`config.mk`:
```
export PLATFORM = sky130hd
export DESIGN_NAME = digit_scan_controller
export DESIGN_NICKNAME = d
export VERILOG_FILES = /design/src/rtl/display_pkg.sv /design/src/rtl/scan_prescaler.sv /design/src/rtl/digit_scan_controller.sv
export SDC_FILE = /design/constraint.sdc
export NUM_CORES = 1
export LEC_CHECK = 0
export BUFFER_PORTS_ARGS = -buffer_cell sky130_fd_sc_hd__buf_4
export CORE_ASPECT_RATIO = 0.75
export CORE_UTILIZATION = 54
export CTS_BUF_LIST = sky130_fd_sc_hd__clkbuf_4 sky130_fd_sc_hd__clkbuf_8
export DETAILED_ROUTE_END_ITERATION = 8
export GPL_ROUTABILITY_DRIVEN = 0
export PLACE_DENSITY = 0.78
export SYNTH_ARGS = -nofsm -noshare
export SYNTH_HDL_FRONTEND = slang
export SYNTH_SLANG_ARGS = --single-unit
export TNS_END_PERCENT = 50
```
`constraint.sdc`:
```
create_clock -name clk -period 1.7 [get_ports clk]
set_input_delay 0.085 -clock clk [delete_from_list [all_inputs] [get_ports clk]]
set_output_delay 0.085 -clock clk [all_outputs]
set_load 0.1 [all_outputs]
```
`src/rtl/display_pkg.sv`:
```
// Shared constants, shadow-register state encoding and blanking helper for the digit scanner.
package display_pkg;

  localparam int unsigned NUM_DIGITS      = 8;
  localparam int unsigned DIGIT_W         = 4;
  localparam int unsigned BCD_W           = NUM_DIGITS * DIGIT_W;
  localparam int unsigned ANUM_W          = 3;
  localparam int unsigned CLK_DIV_DEFAULT = 100000;

  typedef enum logic {
    SHADOW_EMPTY = 1'b0,
    SHADOW_FULL  = 1'b1
  } shadow_state_e;

  // Bit k set when any of digits k..NUM_DIGITS-1 is non-zero; digit 0 is always lit.
  function automatic logic [NUM_DIGITS-1:0] lit_mask(input logic [BCD_W-1:0] digits);
    logic [NUM_DIGITS-1:0] mask;
    logic                  any_nz;
    mask   = '0;
    any_nz = 1'b0;
    for (int k = NUM_DIGITS - 1; k >= 0; k--) begin
      any_nz  = any_nz | (|digits[k*DIGIT_W +: DIGIT_W]);
      mask[k] = any_nz;
    end
    mask[0] = 1'b1;
    return mask;
  endfunction

endpackage

```
`src/rtl/scan_prescaler.sv`:
```
// Free-running divider: counts 0..CLK_DIV-1 and flags the last count as the digit-advance tick.
module scan_prescaler
  import display_pkg::*;
#(
  parameter int unsigned CLK_DIV = CLK_DIV_DEFAULT
) (
  input  logic clk,
  input  logic rst,
  output logic tick
);

  localparam int unsigned      CNT_W    = $clog2(CLK_DIV);
  localparam logic [CNT_W-1:0] CNT_LAST = CNT_W'(CLK_DIV - 1);

  logic [CNT_W-1:0] cnt;

  always_ff @(posedge clk) begin
    if (rst) begin
      cnt <= '0;
    end else if (cnt == CNT_LAST) begin
      cnt <= '0;
    end else begin
      cnt <= cnt + CNT_W'(1);
    end
  end

  assign tick = (cnt == CNT_LAST);

endmodule

```
`src/rtl/digit_scan_controller.sv`:
```
// Eight-digit BCD scan controller with a one-deep shadow register that only updates the display at frame boundaries.
// Optional leading-zero blanking is enabled by defining LEADING_ZERO_BLANK_EN.
module digit_scan_controller
  import display_pkg::*;
#(
  parameter int unsigned CLK_DIV = CLK_DIV_DEFAULT
) (
  input  logic              clk,
  input  logic              rst,
  input  logic [BCD_W-1:0]  bcd_in,
  input  logic              load_valid,
  output logic              load_ready,
  output logic [DIGIT_W-1:0] v,
  output logic [ANUM_W-1:0] anum,
  output logic              digit_on,
  output logic              frame_start
);

  localparam logic [ANUM_W-1:0] ANUM_LAST = ANUM_W'(NUM_DIGITS - 1);

  logic          tick;
  logic          wrap;
  shadow_state_e state;
  logic [BCD_W-1:0] shadow_reg;
  logic [BCD_W-1:0] display_reg;

  scan_prescaler #(
    .CLK_DIV(CLK_DIV)
  ) u_prescaler (
    .clk (clk),
    .rst (rst),
    .tick(tick)
  );

  assign wrap = tick && (anum == ANUM_LAST);

  // Digit index and frame pulse
  always_ff @(posedge clk) begin
    if (rst) begin
      anum        <= '0;
      frame_start <= 1'b0;
    end else begin
      if (tick) begin
        anum <= anum + ANUM_W'(1);
      end
      frame_start <= wrap;
    end
  end

  // Shadow handshake: a load accepted on the wrap cycle itself waits for the next wrap.
  always_ff @(posedge clk) begin
    if (rst) begin
      state       <= SHADOW_EMPTY;
      shadow_reg  <= '0;
      display_reg <= '0;
    end else begin
      case (state)
        SHADOW_EMPTY: begin
          if (load_valid) begin
            shadow_reg <= bcd_in;
            state      <= SHADOW_FULL;
          end
        end
        SHADOW_FULL: begin
          if (wrap) begin
            display_reg <= shadow_reg;
            state       <= SHADOW_EMPTY;
          end
        end
        default: state <= SHADOW_EMPTY;
      endcase
    end
  end

  assign load_ready = (state == SHADOW_EMPTY) && !rst;
  assign v          = display_reg[anum*DIGIT_W +: DIGIT_W];

`ifdef LEADING_ZERO_BLANK_EN
  logic [NUM_DIGITS-1:0] lit;
  assign lit      = lit_mask(display_reg);
  assign digit_on = lit[anum];
`else
  assign digit_on = 1'b1;
`endif

endmodule

```
==> results of run 1 <==
## layer usage
layer  wire length [µm]  GRT usage  vias to the layer above
met4                253     0.0980                        0
met1               4230      0.332                     1454
li1                   -          -                     1507
met2               4580      0.395                      115
met3                588     0.0604                       23
met5                  0          0                        -
## cell type report
cell class                 instances  area (µm²)
clock buffer                      10         138
clock inverter                     6        66.3
inverter                           4        15.0
sequential                        86        1730
tap                               84         105
timing repair buffer              96         941
fill                             475        1850
multi-input combinational        289        1990
antenna                            1        2.50
## critical path, cell delays in order, from the launching register on
cell and delay [ns]:
dfxtp_4 0.38, buf_6 0.13, mux4_2 0.51, mux2_4 0.30, buf_12 0.17
## stage by stage
stage / TNS (ns) / worst slack (ns)
after floorplan: -0.111 / -0.0814
after CTS: -0.765 / -0.195
final: -0.874 / -0.224
after global routing: -2.28 / -0.254
after global placement: 0 / 0.150
after detailed placement: 0 / 0.0650
## worst paths after layout
check	startpoint	end	slack, ns
max	anum[0]	v[2]	-0.22
min	bcd_in[21]	shadow_reg[21]	0.03
max reg2reg	anum[0]	display_reg[23]	-0.03
min reg2reg	shadow_reg[5]	shadow_reg[5]	0.46
## kinds of logic (layout without fill, tap and decap cells)
| kind of cell | after synthesis | count (layout) | share of synthesized area |
|---|---|---|---|
| adders and majority gates | 3 | 3 | 0.00983 |
| other | 1 | 2 | 0.000982 |
| xor gates and xnor gates | 16 | 16 | 0.0367 |
| buffers and inverters | 30 | 116 | 0.0455 |
| muxes | 46 | 46 | 0.148 |
| DFF | 86 | 86 | 0.451 |
| and+or+nand+nor | 191 | 191 | 0.266 |
| AOI/OAI and AO/OA | 32 | 32 | 0.0419 |
## synth_stat cells (2+ instances only)
cell type,n
dfxtp_1,86
nand2_1,68
nand2b_1,66
mux2i_1,34
a21oi_1,32
nor2_1,23
clkbuf_1,19
xnor2_1,12
mux4_2,8
nand3_1,7
nand4_1,7
nor4_1,6
nor3_1,5
inv_1,4
mux2_2,4
xor2_1,4
buf_12,3
buf_4,3
ha_1,3
nor3b_1,2
## placed cells by master (no fill, tap or decap), types with 2 or more instances in the layout
| master | synthesis | routed |
|---|---|---|
| dfxtp_4 | 0 | 2 |
| nor4_2 | 0 | 2 |
| nor4_1 | 6 | 4 |
| inv_6 | 0 | 2 |
| mux4_2 | 8 | 8 |
| mux2_4 | 0 | 4 |
| clkbuf_8 | 0 | 10 |
| mux2i_1 | 34 | 33 |
| clkbuf_16 | 0 | 2 |
| nand2_1 | 68 | 67 |
| nand4_1 | 7 | 7 |
| ha_4 | 0 | 2 |
| buf_12 | 3 | 8 |
| buf_4 | 3 | 53 |
| dlygate4sd3_1 | 0 | 31 |
| nand2b_1 | 66 | 66 |
| xor2_1 | 4 | 4 |
| nor3_1 | 5 | 5 |
| nor3b_1 | 2 | 2 |
| dfxtp_1 | 86 | 83 |
| buf_6 | 0 | 2 |
| nor2_1 | 23 | 22 |
| xnor2_1 | 12 | 12 |
| inv_1 | 4 | 4 |
| nand3_1 | 7 | 7 |
| a21oi_1 | 32 | 32 |
## power by group
| group | internal (mW) | leakage [nW] | switching [mW] |
|---|---|---|---|
| Combinational | 0.181 | 1.03 | 0.168 |
| Sequential | 2.06 | 0.700 | 0.0323 |
| Clock | 0.728 | 0.104 | 0.762 |
## repair_timing
| item | 4_1_cts | 5_1_grt |
|---|---|---|
| setup buffers | 3 | 0 |
| endpoints found under the setup margin | 4 | 36 |
| cloned | 0 | 3 |
| resized for setup | 17 | 6 |
| hold buffers | 31 | 0 |
| pin swaps | 1 | 1 |
| hold endpoints to repair | 31 | 0 |
==> metrics.txt, run 1 <==
CP Data Arrival Time=~1.8 ns; DRT iter0 DRCs=162; initial antenna violation count=0; residual DRC count=0; nets=524; Synth area leader=dfxtp_1; setup ws final=-0.224 ns; final core utilization=0.730; Root Buffer=clkbuf_8; I/O Buffers=43; crit-path max FO=4; Pwr Total=3.93 mW; GRT Overall Usage=0.248; Setup-failing EPs final=14; leakage=1.83 nW; worst-skew pair later-pin latency=0.36 ns; fin. max-slew vios=0; Hold WS=0.0253 ns; row cnt=26; largest net degree at the start of global routing=51; status=finished, violations left; Inst Count DP=522; Syn Nets=443; post-synthesis register bit count=86; IO Count=between 40 and 50; Post-synth EDFFs=0; dominant synthesized flop cell=dfxtp_1; clk_skew=0.0197 ns; worst reg2reg path depth=8; vias in the first global route=2827; Via Count=around 3100; Setup crit end kind=output port; post-synthesis cell type count=29; minimum clock period=1.92 ns; gr ovfl total=0; Core Region=6830 µm²; RSZ-0062 raised after global routing=true; worst vdd ir=513 µV; Pre-Repair DR Iteration Count=5; syn_area_per_cell=about 9.4 µm²; CP Class=reg2out; Max Buffers Root-to-Sink=2; Final Hold Fails=0; share of layout cells above drive strength 1=0.220; Post-DP Area=4270 µm²; final WL=9.65 mm; Layout Cells excl Fill=576; Clock transition at path regs=0.08 ns; Die W=between 90 and 100 µm; post-detailed-route count of antenna-violating nets=0; DP HPWL=5.31 mm; Synth Cell Area=3820 µm²; TritonCTS Buffers=9; leading post-synthesis cells by cell area=dfxtp_1 (45%), nand2b_1 (11%), mux2i_1 (8.9%); routed len/inst=16.8 µm; max frequency=about 520 MHz; Final period util=1.13; full die area=7420 µm²; asr flop ratio synth=0; Initial Util=0.559; YS warnings=0; max cap viols=0; Synth top area share=0.451; DR vias/cell=5.38; DIE HEIGHT=74.8 µm; worst hold stages=3; synthesized instance count=405; TritonCTS clock tree=done; CP startpoint kind=flop; Seq/Total Area, Yosys=0.451; HP Class=in2reg; synth-to-layout area growth=30.5%; Sink Count=86; first-pass GRT wire length=about 14 mm; Finished Cell Area=4980 µm²; data required time at the worst endpoint=1.62 ns; Cell Pwr Density=789 nW/µm²; failing checks=negative setup slack; htree depth=3
No activity file was read; power rests on OpenSTA's default activity.
==> run 2, diff against run 1 <==
CORE_UTILIZATION = 50   (was 54)
PLACE_DENSITY = 0.7   (was 0.78)
clock period = 1.9 ns   (was 1.7 ns; I/O delays follow)
==> run 2 against run 1 <==
Net effect:
- the run still ends with negative setup slack left
- clock skew down 0.011 ns
- largest power group unchanged
- via count down 6.2%
- final area down 3.3%
- critical path depth unchanged
- first-iteration DRC count down 46%
- wire length down 15%
- critical endpoint is now v[3]
- cell count up 0.87%
- sequential share of layout area up 1.2 points
- global-route usage down 2.7 points
- core utilization down 7.5 points
==> metrics.txt, run 2 (synthesis results as in run 1) <==
initial antenna violation count=0; Max Buffers Root-to-Sink=2; cell breakdown of the critical path=buf_12, mux4_2, mux2_4, buf_12; Cell Pwr Density=717 nW/µm²; Root Buffer=clkbuf_8; CP Data Arrival Time=between 1.5 and 2 ns; Final period util=1.00; DR vias/cell=5.00; RSZ-0062 raised after global routing=true; full die area=7990 µm²; largest net degree at the start of global routing=61; failing checks=negative setup slack; data required time at the worst endpoint=1.80 ns; post-detailed-route count of antenna-violating nets=0; max incr delay on CP=between 0.5 and 0.6 ns; Buf/Inv on CP=2; commonest non-fill, non-tap cells in the layout=dfxtp_1 (82), nand2_1 (68), nand2b_1 (66); routed len/inst=between 10 and 15 µm; final WL=approximately 8 mm; Inst Count DP=532; share of layout cells above drive strength 1=0.196; minimum clock period=1.90 ns; vias in the first global route=about 2700; synth-to-layout area growth=26.2%; CP max stage cell=mux4_2; clk_skew=0.00914 ns; crit-path most repeated cell=buf_12; HP Class=in2reg; DIE HEIGHT=77.7 µm; DRT iter0 DRCs=88; row cnt=27; TritonCTS clock tree=done; Via Count=2907; Pre-Repair DR Iteration Count=4; htree depth=3; Final Hold Fails=0; Setup-failing EPs final=2; first-pass GRT wire length=13.5 mm; worst vdd ir=398 µV; nets=513; Setup crit end kind=output port; Sink Count=86; pre-CTS setup slack=0.122 ns; IO Count=45; GRT Overall Usage=0.221; Layout Cells excl Fill=581; FILL cells=619; setup ws final=-0.00167 ns; Hold WS=0.0200 ns; Core Region=between 7000 and 8000 µm²; DP HPWL=5.18 mm; Die W=103 µm; max frequency=526 MHz; worst-skew pair later-pin latency=0.35 ns; residual DRC count=0; gr ovfl total=0; CP Class=reg2out; I/O Buffers=43; Clock transition at path regs=0.08 ns; status=finished, violations left; CP delay by family, top=multiplexers; crit-path max FO=5; leakage=1.76 nW; CP startpoint kind=flop; number of antenna repair diodes=0; TritonCTS Buffers=9; max cap viols=0; fin. max-slew vios=0; Initial Util=0.519; commonest non-fill, non-tap cell in the layout=dfxtp_1
## run 2: cell types whose count changed in the layout (fill, tap and decap cells not counted), moves of 2 or more
cell,previous run,this run
ha_1,1,3
clkbuf_16,2,0
dlygate4sd3_1,31,29
nor4_1,4,6
dfxtp_2,1,3
ha_4,2,0
inv_6,2,0
nor4_2,2,0
buf_4,53,48
## run 2: where the power goes
part	internal [mW]	leakage [nW]	switching, mW
registers	1.84	0.700	0.0311
clock network	0.658	0.0990	0.630
logic	0.150	0.960	0.140
total	2.65	1.76	0.801
## run 2: cell type report
type | instances | area [µm²] | share of cell area
timing repair buffer | 85 | 802 | 0.166
multi-input combinational | 289 | 1940 | 0.403
tap | 101 | 126 | 0.0262
clock buffer | 11 | 145 | 0.0301
sequential | 86 | 1730 | 0.359
clock inverter | 5 | 58.8 | 0.0122
inverter | 4 | 15.0 | 0.00312
## run 2: repair_timing
action | 4_1_cts | 5_1_grt
endpoints found under the setup margin | 4 | 13
resized for setup | 15 | 2
buffers inserted | 4 | 0
hold endpoints to repair | 29 | 0
hold buffers | 29 | 0
## run 2: worst paths after layout
check | from | end | slack, ns | cells past startpoint
worst min-delay path | bcd_in[18] | shadow_reg[18] | 0.02 | 3
worst min register to register | shadow_reg[28] | shadow_reg[28] | 0.46 | 2
worst max register to register | u_prescaler.cnt[1] | u_prescaler.cnt[16] | 0.10 | 6
worst max-delay path | anum[0] | v[3] | -0.002 | 4
## run 2: layer usage
layer / part of all wire / global-route usage / vias to the layer above
met2: 0.44 / 0.331 / 68
met5: 0 / 0 / -
met3: 0.049 / 0.0486 / 9
met4: 0.011 / 0.0690 / 0
li1: - / - / 1489
met1: 0.50 / 0.315 / 1341
## run 2: through the flow
step	total power, mW	cell area [µm²]	util	TNS, ns
after CTS	3.49	4820	0.654	-0.0470
after detailed placement	2.16	4220	0.573	0
final	3.45	4820	0.654	-0.00169
after global routing	3.60	4820	0.654	-0.222
after global placement	2.15	4220	0.573	0
after floorplan	2.06	3840	-	-0.116
## run 2: worst register-to-register path, stage by stage (launching register included)
cell	delay (ns)
dfxtp_1	0.41
ha_1	0.20
buf_4	0.13
nand4_1	0.23
nor4_1	0.51
xnor2_1	0.18
nor2_1	0.05
==> run 3, diff against run 2 <==
==> constraint.sdc (replaced) <==
create_clock -name clk -period 1.9 [get_ports clk]
set_input_delay 0.095 -clock clk [delete_from_list [all_inputs] [get_ports clk]]
set_output_delay 0.095 -clock clk [all_outputs]
set_load 0.01 [all_outputs]
==> run 3 against run 2 <==
Net effect:
- the flow now finishes without violations
- sequential cell count is the same
- largest cell class unchanged
- register-to-register slack improved by 0.07 ns
- global-route usage up 0.28 points
- cell count rose by 0.69%
- non-clock buffer count rose by 4
- worst hold slack improved by 0.0095 ns
- clock-buffer cell count down 1
==> metrics.txt, run 3 (synthesis results as in run 1) <==
Post-DP Area=between 4000 and 5000 µm²; Buf/Inv on CP=2; residual DRC count=0; status=finished, final reports clean; Logic pwr share=0.082; vias in the first global route=2778; IO Count=45; share of layout cells above drive strength 1=0.194; DRT iter0 DRCs=105; Setup-failing EPs final=0; Clk pwr share=0.376; commonest non-fill, non-tap cells in the layout=dfxtp_1 (84), nand2_1 (68), nand2b_1 (66); GRT Overall Usage=0.224; row cnt=27; Via Count=2920; Multi-input gate area=between 1500 and 2000 µm²; max incr delay on CP=between 0.4 and 0.5 ns; worst vdd ir=454 µV; nets=517; Core Region=7360 µm²; DIE HEIGHT=77.7 µm; setup ws final=around 0.026 ns; Setup crit end kind=output port; Finished Cell Area=4820 µm²; TritonCTS Buffers=9; number of antenna repair diodes=0; htree depth=3; Clock transition at path regs=0.08 ns; gr ovfl total=0; max cap viols=0; Reg power frac=0.542; synth-to-layout area growth=26.1%; CP Class=reg2out; first-pass GRT wire length=13.5 mm; CP max stage cell=mux4_2; worst-skew pair later-pin latency=between 0.3 and 0.4 ns; Sink Count=86; fin. max-slew vios=0; largest net degree at the start of global routing=54; leakage=1.77 nW; CP delay by family, top=multiplexers; Die W=103 µm; pre-CTS setup slack=0.0913 ns; Final period util=0.986; Initial Util=0.519; cell breakdown of the critical path=buf_12, mux4_2, mux2_2, buf_4; post-detailed-route count of antenna-violating nets=0; Final Hold Fails=0; sw power=821 µW; Max Buffers Root-to-Sink=2; Cell Pwr Density=~720 nW/µm²; HP Class=in2reg; initial antenna violation count=0; DR vias/cell=4.99; Root Buffer=clkbuf_8; CP startpoint kind=flop; clk_skew=0.00957 ns; Sw Share=0.237; CP Data Arrival Time=1.78 ns; Hold WS=~0.029 ns; Pre-Repair DR Iteration Count=4; TritonCTS clock tree=done; Pwr Total=3.46 mW; crit-path max FO=8; full die area=about 8000 µm²; data required time at the worst endpoint=1.80 ns; Reg area=1720 µm²; internal power=2.64 mW; minimum clock period=1.87 ns; RSZ-0062 raised after global routing=true; final WL=8.01 mm; max frequency=534 MHz; I/O Buffers=43; commonest non-fill, non-tap cell in the layout=dfxtp_1; FILL cells=621; DP HPWL=approximately 5.2 mm; routed len/inst=13.7 µm
==> run 3: changes by cell type in the layout (fill, tap and decap cells not counted), sizes merged <==
cell / change
inv: +2
clkinvlp: -1
buf: +1
clkbuf: -1
dlygate4sd3: +3
==> run 3: power groups by stage <==
stage	combinational, mW	sequential [mW]	clock, mW
2_1_floorplan	0.136	1.91	0
3_3_place_gp	0.227	1.91	0
3_5_place_dp	0.231	1.92	0
4_1_cts	0.283	1.87	1.33
5_1_grt	0.315	1.88	1.41
6_report	0.282	1.88	1.30
==> run 3: timing repair <==
item,in CTS,in global routing
buffers inserted,1,0
gates resized for setup,4,6
endpoints found under the setup margin,4,28
hold buffers,32,0
hold endpoints to repair,32,0
==> run 3: final timing paths <==
path | start | to | slack (ns) | cells past startpoint
setup / recovery | anum[0] | v[1] | 0.03 | 4
hold / removal | load_valid | state | 0.03 | 3
setup reg to reg | u_prescaler.cnt[1] | display_reg[24] | 0.17 | 6
hold reg to reg | shadow_reg[8] | shadow_reg[8] | 0.46 | 2
==> run 3: tightest hold or removal path: cells and delay by family <==
| kind | cells | cell delay [ns] |
|---|---|---|
| AND/OR/NAND/NOR | 2 | 0.15 |
| buffers and inverters | 1 | 0.10 |
==> run 3: layout make-up <==
| class | instances | area share |
|---|---|---|
| flip-flops and latches | 86 | 0.358 |
| multi-input cells | 289 | 0.403 |
| repair buffers | 89 | 0.168 |
| inverters | 4 | 0.00312 |
| clock inverters | 6 | 0.0143 |
| clock buffers | 10 | 0.0273 |
| well taps | 101 | 0.0262 |
==> run 3: through the flow <==
stage,TNS [ns],std cells,utilization
after floorplan,0,405,-
after global placement,0,536,0.578
after detailed placement,0,536,0.578
after CTS,-0.000447,585,0.652
after global routing,-0.0838,585,0.654
final,0,585,0.654
==> run 3: routing by layer <==
| metal | up-vias | global-route usage | wire, µm |
|---|---|---|---|
| met5 | - | 0 | 0 |
| met4 | 0 | 0.0761 | 102 |
| met3 | 11 | 0.0541 | 336 |
| met2 | 65 | 0.330 | 3450 |
| met1 | 1343 | 0.318 | 4120 |
| li1 | 1501 | - | - |
